===== config.mk =====
export PLATFORM = sky130hd
export DESIGN_NAME = rope_launcher_flat
export DESIGN_NICKNAME = d
export VERILOG_FILES = /design/src/rtl/rope_pkg.sv /design/src/rtl/rope_launcher_if.sv /design/src/rtl/rope_launcher.sv /design/src/flat_wrapper.sv
export SDC_FILE = /design/constraint.sdc
export NUM_CORES = 1
export LEC_CHECK = 0
export CAP_MARGIN = 10
export CORE_UTILIZATION = 47
export CTS_CLUSTER_DIAMETER = 80
export DETAILED_ROUTE_END_ITERATION = 8
export GPL_TIMING_DRIVEN = 0
export PLACE_DENSITY = 0.76
export SLEW_MARGIN = 5
export SYNTH_ARGS = -nofsm -noshare
export SYNTH_HDL_FRONTEND = slang
export SYNTH_SLANG_ARGS = --single-unit

===== constraint.sdc =====
create_clock -name clk -period 2.24 [get_ports clk]
set_input_delay 0.448 -clock clk [delete_from_list [all_inputs] [get_ports clk]]
set_output_delay 0.448 -clock clk [all_outputs]
set_load 0.02 [all_outputs]

===== src/rtl/rope_pkg.sv =====
// Shared types and frame geometry for the rope launcher and its neighbours.
package rope_pkg;

    typedef enum logic [1:0] {IDLE, ARMED, FLYING, COOLDOWN} rope_state_t;

    localparam logic [10:0] FRAME_X_MAX = 11'd639;
    localparam logic [10:0] FRAME_Y_MAX = 11'd479;

    // Keeps a launch column on screen when the player stands near the right edge.
    function automatic logic [10:0] clamp_x(input logic [11:0] x);
        return (x > {1'b0, FRAME_X_MAX}) ? FRAME_X_MAX : x[10:0];
    endfunction

endpackage


===== src/rtl/rope_launcher_if.sv =====
// Signals between the keyboard/player logic, the rope mover and the rope launcher.
interface rope_launcher_if;

    logic        startOfFrame;
    logic        gameActive;
    logic        fireKey;
    logic [10:0] playerX;
    logic        ropeMovingUp;
    logic [10:0] ropeTopY;
    logic        ballHit;

    logic        deploy;
    logic [10:0] ropeX;
    logic        ropeVisible;
    logic        hitPulse;
    logic [7:0]  shotCount;

    modport master (
        output startOfFrame, gameActive, fireKey, playerX, ropeMovingUp, ropeTopY, ballHit,
        input  deploy, ropeX, ropeVisible, hitPulse, shotCount
    );

    modport slave (
        input  startOfFrame, gameActive, fireKey, playerX, ropeMovingUp, ropeTopY, ballHit,
        output deploy, ropeX, ropeVisible, hitPulse, shotCount
    );

endinterface


===== src/rtl/rope_launcher.sv =====
// Fire-control front end for the rope mover: one rope in flight, then a
// frame-counted cooldown that also waits for the mover to finish rising.
module rope_launcher
    import rope_pkg::*;
#(
    parameter int COOLDOWN_FRAMES = 8,
    parameter int ROPE_X_OFFSET   = 16
) (
    input  logic          clk,
    input  logic          resetN,
    rope_launcher_if.slave bus
);

    localparam logic [7:0]  CNT_INIT = 8'(COOLDOWN_FRAMES);
    localparam logic [11:0] X_OFFSET = 12'(ROPE_X_OFFSET);

    rope_state_t r_state, w_state_nxt;
    logic [7:0]  r_cnt, w_cnt_nxt;
    logic        r_cut, w_cut_nxt;
    logic        r_fireD;
    logic        r_deploy, r_visible, r_hitPulse;
    logic [10:0] r_ropeX;
    logic [7:0]  r_shotCount;

    logic        w_fire_edge, w_hit_ok, w_launch, w_hit;
    logic [11:0] w_x_sum;

    assign w_fire_edge = bus.fireKey & ~r_fireD;
    // The mover reports topY at the bottom edge until the rope is actually drawn.
    assign w_hit_ok    = bus.ballHit && (bus.ropeTopY < FRAME_Y_MAX) && !r_cut;
    assign w_x_sum     = {1'b0, bus.playerX} + X_OFFSET;

    // NOTE: every signal gets a default before the case, so no path leaves one unassigned and no latch is inferred.
    always_comb begin
        w_state_nxt = r_state;
        w_cnt_nxt   = r_cnt;
        w_cut_nxt   = r_cut;
        w_launch    = 1'b0;
        w_hit       = 1'b0;
        unique case (r_state)
            IDLE: begin
                if (w_fire_edge && bus.gameActive) begin
                    w_state_nxt = ARMED;
                    w_launch    = 1'b1;
                    w_cut_nxt   = 1'b0;
                end
            end
            ARMED: begin
                if (!bus.gameActive)       w_state_nxt = IDLE;
                else if (bus.startOfFrame) w_state_nxt = FLYING;
            end
            FLYING: begin
                // A hit outranks both the end-of-flight frame and a game stop.
                if (w_hit_ok) begin
                    w_hit       = 1'b1;
                    w_cut_nxt   = 1'b1;
                    w_state_nxt = COOLDOWN;
                    w_cnt_nxt   = CNT_INIT;
                end else if (!bus.gameActive || (bus.startOfFrame && !bus.ropeMovingUp)) begin
                    w_state_nxt = COOLDOWN;
                    w_cnt_nxt   = CNT_INIT;
                end
            end
            COOLDOWN: begin
                // A cut rope keeps rising in the mover; re-arming early would resume it.
                if (r_cnt == 8'd0 && !bus.ropeMovingUp)       w_state_nxt = IDLE;
                else if (bus.startOfFrame && r_cnt != 8'd0)   w_cnt_nxt   = r_cnt - 8'd1;
            end
            default: w_state_nxt = IDLE;
        endcase
    end

    // NOTE: sequential state uses non-blocking assignments so every register samples pre-edge values.
    always_ff @(posedge clk or negedge resetN) begin
        if (!resetN) begin
            r_state     <= IDLE;
            r_cnt       <= 8'd0;
            r_cut       <= 1'b0;
            r_fireD     <= 1'b0;
            r_deploy    <= 1'b0;
            r_visible   <= 1'b0;
            r_hitPulse  <= 1'b0;
            r_ropeX     <= 11'd0;
            r_shotCount <= 8'd0;
        end else begin
            r_state    <= w_state_nxt;
            r_cnt      <= w_cnt_nxt;
            r_cut      <= w_cut_nxt;
            r_fireD    <= bus.fireKey;
            r_deploy   <= (w_state_nxt == ARMED);
            r_visible  <= (w_state_nxt == FLYING) && !w_cut_nxt;
            r_hitPulse <= w_hit;
            if (w_launch) begin
                r_ropeX     <= clamp_x(w_x_sum);
                r_shotCount <= r_shotCount + 8'd1;
            end
        end
    end

    assign bus.deploy      = r_deploy;
    assign bus.ropeX       = r_ropeX;
    assign bus.ropeVisible = r_visible;
    assign bus.hitPulse    = r_hitPulse;
    assign bus.shotCount   = r_shotCount;

endmodule


===== src/flat_wrapper.sv =====
// flat-port wrapper written by rule: the top's interface ports become plain ports
module rope_launcher_flat import rope_pkg::*;
#(
    parameter int COOLDOWN_FRAMES = 8,
    parameter int ROPE_X_OFFSET   = 16
)
  (clk, resetN, bus_startOfFrame, bus_gameActive, bus_fireKey, bus_playerX, bus_ropeMovingUp, bus_ropeTopY, bus_ballHit, bus_deploy, bus_ropeX, bus_ropeVisible, bus_hitPulse, bus_shotCount);
  rope_launcher_if bus_i ();
  input  logic clk;
  input  logic resetN;
  input wire logic [$bits(bus_i.startOfFrame)-1:0] bus_startOfFrame;
  input wire logic [$bits(bus_i.gameActive)-1:0] bus_gameActive;
  input wire logic [$bits(bus_i.fireKey)-1:0] bus_fireKey;
  input wire logic [$bits(bus_i.playerX)-1:0] bus_playerX;
  input wire logic [$bits(bus_i.ropeMovingUp)-1:0] bus_ropeMovingUp;
  input wire logic [$bits(bus_i.ropeTopY)-1:0] bus_ropeTopY;
  input wire logic [$bits(bus_i.ballHit)-1:0] bus_ballHit;
  output wire logic [$bits(bus_i.deploy)-1:0] bus_deploy;
  output wire logic [$bits(bus_i.ropeX)-1:0] bus_ropeX;
  output wire logic [$bits(bus_i.ropeVisible)-1:0] bus_ropeVisible;
  output wire logic [$bits(bus_i.hitPulse)-1:0] bus_hitPulse;
  output wire logic [$bits(bus_i.shotCount)-1:0] bus_shotCount;
  assign bus_i.startOfFrame = bus_startOfFrame;
  assign bus_i.gameActive = bus_gameActive;
  assign bus_i.fireKey = bus_fireKey;
  assign bus_i.playerX = bus_playerX;
  assign bus_i.ropeMovingUp = bus_ropeMovingUp;
  assign bus_i.ropeTopY = bus_ropeTopY;
  assign bus_i.ballHit = bus_ballHit;
  assign bus_deploy = bus_i.deploy;
  assign bus_ropeX = bus_i.ropeX;
  assign bus_ropeVisible = bus_i.ropeVisible;
  assign bus_hitPulse = bus_i.hitPulse;
  assign bus_shotCount = bus_i.shotCount;
  rope_launcher #(.COOLDOWN_FRAMES(COOLDOWN_FRAMES), .ROPE_X_OFFSET(ROPE_X_OFFSET)) u_core (.clk(clk), .resetN(resetN), .bus(bus_i));
endmodule

* Word level (Yosys, flattened, before mapping)
Cells that the tools add are included.
Storage, ports and cells: output and inout bits 22, input port bits 29, word-level logic and storage cells 61, register bits after elaboration 34
Cells by class: equality and inequality tests 8, $add $sub $neg 3, reduce and logical (&&, ||, !) cells 17, mux-type cells 20, bitwise logic cells 2, $lt $le $gt $ge 2
Operators with widths (count):
- $mux W8 | 4
- $pmux W8 S2 | 1
- $add A11 B5 Y12 const B | 1
- $gt A12 B10 Y1 const B | 1
- $mux W2 | 6
- $lt A11 B9 Y1 const B | 1
- $mux W11 | 1
- $add A8 B1 Y8 const B | 1
- $logic_not A8 Y1 | 1
- $pmux W2 S4 | 1
- $reduce_bool A8 Y1 | 1
- $sub A8 B1 Y8 const B | 1
- $logic_and A1 B1 Y1 | 7
- $eq A2 B2 Y1 const B | 3
- $mux W1 | 6
- $eq A2 B1 Y1 const B | 2
- $logic_not A1 Y1 | 4
- $reduce_and A4 Y1 | 1
- $ne A3 B1 Y1 const B | 1
- $logic_not A2 Y1 | 1
- $ne A2 B1 Y1 const B | 1
- $ne A2 B2 Y1 const B | 1
- $pmux W1 S2 | 1
- $reduce_bool A2 Y1 | 1
- 3 further kinds | 3

* Logic depth before layout (Yosys ltp)
depth after elaboration 8, gate-level depth with buffers 6

* Least setup slack after synthesis
No wires, ideal clock.
path type flip-flop to flip-flop, start register u_core.r_cnt[0], end register u_core.r_state[0], path buffers 0, period minus slack after synthesis 1805 ps, stages on the path, launching flop included 6, slack 435 ps, arrival 1673 ps, data required time 2109 ps, cells stage by stage dfrtp_1 > inv_1 > ha_1 > or3b_2 > o311a_1 > or3_1
On the way: cells in the longest elaborated chain, start to end 4
Ends and longest elaborated chain:
- start: declaration | RTL line rope_launcher.sv:18 | logic [7:0] r_cnt, w_cnt_nxt;
- start signal: assignment | RTL line rope_launcher.sv:87 | r_cnt <= w_cnt_nxt;
- $logic_not A8 Y1 | RTL line rope_launcher.sv:66 | if (r_cnt == 8'd0 && !bus.ropeMovingUp) w_state_nxt = IDLE;
- $logic_and A1 B1 Y1 | RTL line rope_launcher.sv:66
- $mux W2 | RTL line rope_launcher.sv:66
- $pmux W2 S4 | RTL line rope_launcher.sv:40 | unique case (r_state)
- via u_core.w_state_nxt[0] | RTL line rope_launcher.sv:17 | rope_state_t r_state, w_state_nxt;
- end signal: assignment | RTL line rope_launcher.sv:86 | r_state <= w_state_nxt;
- end: declaration | RTL line rope_launcher.sv:17
The timed path passes the listed nets, and every way through them passes these cells. A chain may end at the register's enable or synchronous reset.

* Final worst setup path
start input bus_playerX[5], end register u_core.r_ropeX[6] (netlist: u_core.bus.ropeX[6])
On the way: cells in the longest elaborated chain, start to end 3
Ends and longest elaborated chain:
- start: declaration | RTL line flat_wrapper.sv:14 | input wire logic [$bits(bus_i.playerX)-1:0] bus_playerX;
- $add A11 B5 Y12 * | RTL line rope_launcher.sv:31 | assign w_x_sum = {1'b0, bus.playerX} + X_OFFSET;
- $gt A12 B10 Y1 | RTL line rope_pkg.sv:11 | return (x > {1'b0, FRAME_X_MAX}) ? FRAME_X_MAX : x[10:0];
- $mux W11 * | RTL line rope_pkg.sv:11
- end signal: assignment | RTL line rope_launcher.sv:94 | r_ropeX <= clamp_x(w_x_sum);
- end: declaration | RTL line rope_launcher.sv:22 | logic [10:0] r_ropeX;
Mark *: on every way between the ends. The rest lies on a longest branch, timed or not.

==> results.txt <==
The via count of the first global-routing pass is 1,524. The run gives 0 as the number of antenna violations at the first check in global routing. The power per cell area came out at 1000 nW/µm².

The library cell used most frequently in the layout, excluding fill and tap cells, is clkdlybuf4s50_1. After detailed routing, the average wire length per cell comes to 12.9 µm. The tools report the number of cell rows as 22. The die is 63.8 µm wide. The logs give 0 for the final number of hold-violating endpoints and 183 for the number of instances in the synthesized netlist.

The largest delay contributor family on the critical path is buffers and inverters. The final number of setup-violating endpoints was 0; the count of buffer and inverter cells on the critical path was 2. The source of the worst register-to-register timing path is u_core.r_cnt[0]. Once detailed placement completed, the half-perimeter wirelength came to 2780 µm. Non-filler instance count after layout: 289. Synthesized area divided by synthesized cell count: 9.80 µm². The share of final-layout standard cells stronger than drive strength 1 was 0.0913.

51 I/O pins were placed. The analysis attributes to cell leakage a power of 1.04 nW. The combined area of all synthesized cells came out at 1790 µm². The worst slew margin relative to its limit was 0.514; the clock latency at the later pin of the worst-skew pair was 0.28 ns. The clock period minus final worst setup slack works out to 2.03 ns. The floorplan step defined a die boundary enclosing 4070 µm². Summing internal, switching and leakage power gives 2.46 mW.

The aggregate global-route resource usage was 0.213; the post-CTS repair timing setup buffer count was 0. Using the TritonRoute via totals, the vias-per-cell ratio works out to 5.33. The number of nets with antenna violations after detailed routing is 0.

The synthesis warning total is 0, and the count of max-cap constraint violations is 0. Setup repair after global routing left no endpoint under its margin. In this run, CTS created clock tree buffers numbering 5. The max-slew violation total from the final report was 0.

The number of buffer cells added on primary ports is 50. When the netlist entered floorplanning its net count stood at 217. The critical path is of the input port to register type. For the maximum level of the CTS H-tree, the log shows 2. The tools report the number of antenna cells inserted as 0. The final clock skew came out at 0.00281 ns. The pin slew with the least headroom to its limit works out to 0.728 ns. The number of clock sinks is 34. Derived from the worst setup path, the maximum achievable clock frequency is 493 MHz. Capture instance of the worst register-to-register path: u_core.r_cnt[0]. The routed layout has 1,540 vias. The tools report the amount of wire on met2 after detailed routing as 1760 µm.

The async set or reset register ratio after synthesis works out to 1.00. The run gives 0.000585 V as the peak supply drop. The layout net count is 274, and the routed length on met1 is 1730 µm. In the routed design, unresolved DRC markers number 0. The delay contributed by the slowest stage of the critical path is 0.54 ns, and the required time reported for the critical path endpoint is 2.44 ns. Dominant synthesized flop cell: dfrtp_1. The first global-routing pass estimated 6690 µm of wire. Compared with the post-synthesis result, the final layout area differs by 37.5%. The final estimated routing congestion in global placement is 0.809, and the largest fanout of any net on the critical path is 8. The clock transition at the registers of the reported paths works out to 0.07 ns. In this run the worst hold path is classified as input port to asynchronous set/reset pin. The flow ran to the end, and the final reports show no timing, DRC or antenna violations. In this run, distinct cell masters in the synthesized netlist total 44. Global routing finished with a remaining overflow of 0. The number of flops mapped to enable cells by yosys was 0; the wire length after detailed routing was 3740 µm. The detailed-routed wire length on met3 is 204 µm.

Endpoint class of the critical path: a register. The number of cells on the worst reg-to-reg path is 6. For this run, the detailed router's first-pass iteration total came to 5. Clock tree root buffer cell: clkbuf_8. For flop-to-flop paths, the worst setup slack is 0.25 ns. STA puts the critical path data arrival time at 2.23 ns. Share of the cycle needed by the critical path after routing: 0.905.

The initial core utilization is 0.490. The detailed router used layers up to and including met4. The critical path goes through clkdlybuf4s50_1, ha_1, nand2_1, o21ba_2, or2_2, buf_2, a41oi_1.

TritonCTS built the clock tree. Synthesis inferred 34 register bits. Counting tap cells, the placed design contains a total of 281 instances.

The longest clock path from root to sink contains 2 buffers. For the sequential area share after synthesis, the log shows 0.475. After the first detailed-routing iteration, the DRC count stood at 86.

Chip height: 63.8 µm. On the critical path, the stage with the largest delay is an instance of clkdlybuf4s50_1. The run gives 3660 µm² as the standard cell core area.

The top cell types in the final layout, fill and taps aside, are 49 x clkdlybuf4s50_1, 34 x dfrtp_1, 19 x nor2_1. The kind of start point of the critical path was an input port. The run gives 35 as the largest net degree at the start of global routing.
state kept, by name (all words and copies together), names as in the netlist:
name	count
u_core.bus.deploy	1
u_core.r_cut	1
u_core.r_fireD	1
u_core.r_state	2
u_core.bus.hitPulse	1
u_core.bus.shotCount	8
u_core.r_cnt	8
u_core.bus.ropeVisible	1
u_core.bus.ropeX	11
what timing repair did:
action,in CTS,in global routing
endpoints found under the hold margin,0,0
hold buffers,0,0
resized for setup,0,1
setup endpoints to repair,0,7
layout make-up:
type	count	area [µm²]
inverter	9	33.8
tap	48	60.1
buffer	5	23.8
fill	313	1200
clock buffer	8	110
sequential	34	851
multi-input combinational	135	891
timing repair buffer	50	495
stage by stage:
stage	hold slack, ns	cell area, µm²	TNS (ns)	util	setup slack (ns)
global route	0.288	2460	0	0.673	0.0599
finish	0.219	2460	0	0.673	0.212
floorplan	0.152	1790	0	-	0.435
detailed placement	0.470	2350	-1.64	0.641	-0.234
global placement	0.464	2350	-1.06	0.643	-0.154
CTS	0.242	2460	0	0.672	0.0881
layer usage:
layer  up-vias  global-route usage
met2        36               0.344
met1       726               0.271
met3         5              0.0661
li1        773                   -
met5         -                   0
met4         0              0.0682
synth_stat cells (3+ instances only):
master     n  area share
buf_2      4       0.011
and3_1     4       0.014
nor3b_1    3       0.013
nand4_1    4       0.014
a21oi_1    5       0.014
nand2b_1   4       0.014
or3b_2     3       0.015
dfrtp_1   34        0.47
ha_1       5       0.035
o21ai_0    4       0.011
a31oi_1    8       0.028
nand3_1    6       0.017
xnor2_1   12       0.059
inv_1      9       0.019
nor4b_1    3       0.015
nand2_1   13       0.027
nor2_1    19       0.040
o21bai_1   3       0.013
o211ai_1   5       0.021
cells by family after synthesis:
family	synth area share
compound gates	0.143
xor+xnor	0.0684
fa+ha+maj	0.0349
buf+inv	0.0321
flops	0.475
mux	0.00558
simple gates	0.241
worst max-delay path by stage:
stage	start	end	slack, ns	depth (start not counted)
4_1_cts	bus_playerX[5]	u_core.bus.ropeX[6]	0.09	7
3_3_place_gp	bus_playerX[5]	u_core.bus.ropeX[6]	-0.15	7
5_1_grt	u_core.r_cnt[0]	u_core.r_cnt[1]	0.06	6
2_1_floorplan	u_core.r_cnt[0]	u_core.r_state[0]	0.44	5
3_5_place_dp	bus_playerX[5]	u_core.bus.ropeX[6]	-0.23	7
6_report	bus_playerX[5]	u_core.bus.ropeX[6]	0.21	7
power breakdown:
part	leakage [nW]	internal [mW]	switching, mW
sequential	0.438	0.798	0.175
clock	0.0575	0.310	0.212
combinational	0.540	0.480	0.488
total	1.04	1.59	0.875
No activity file was read; power rests on OpenSTA's default activity.
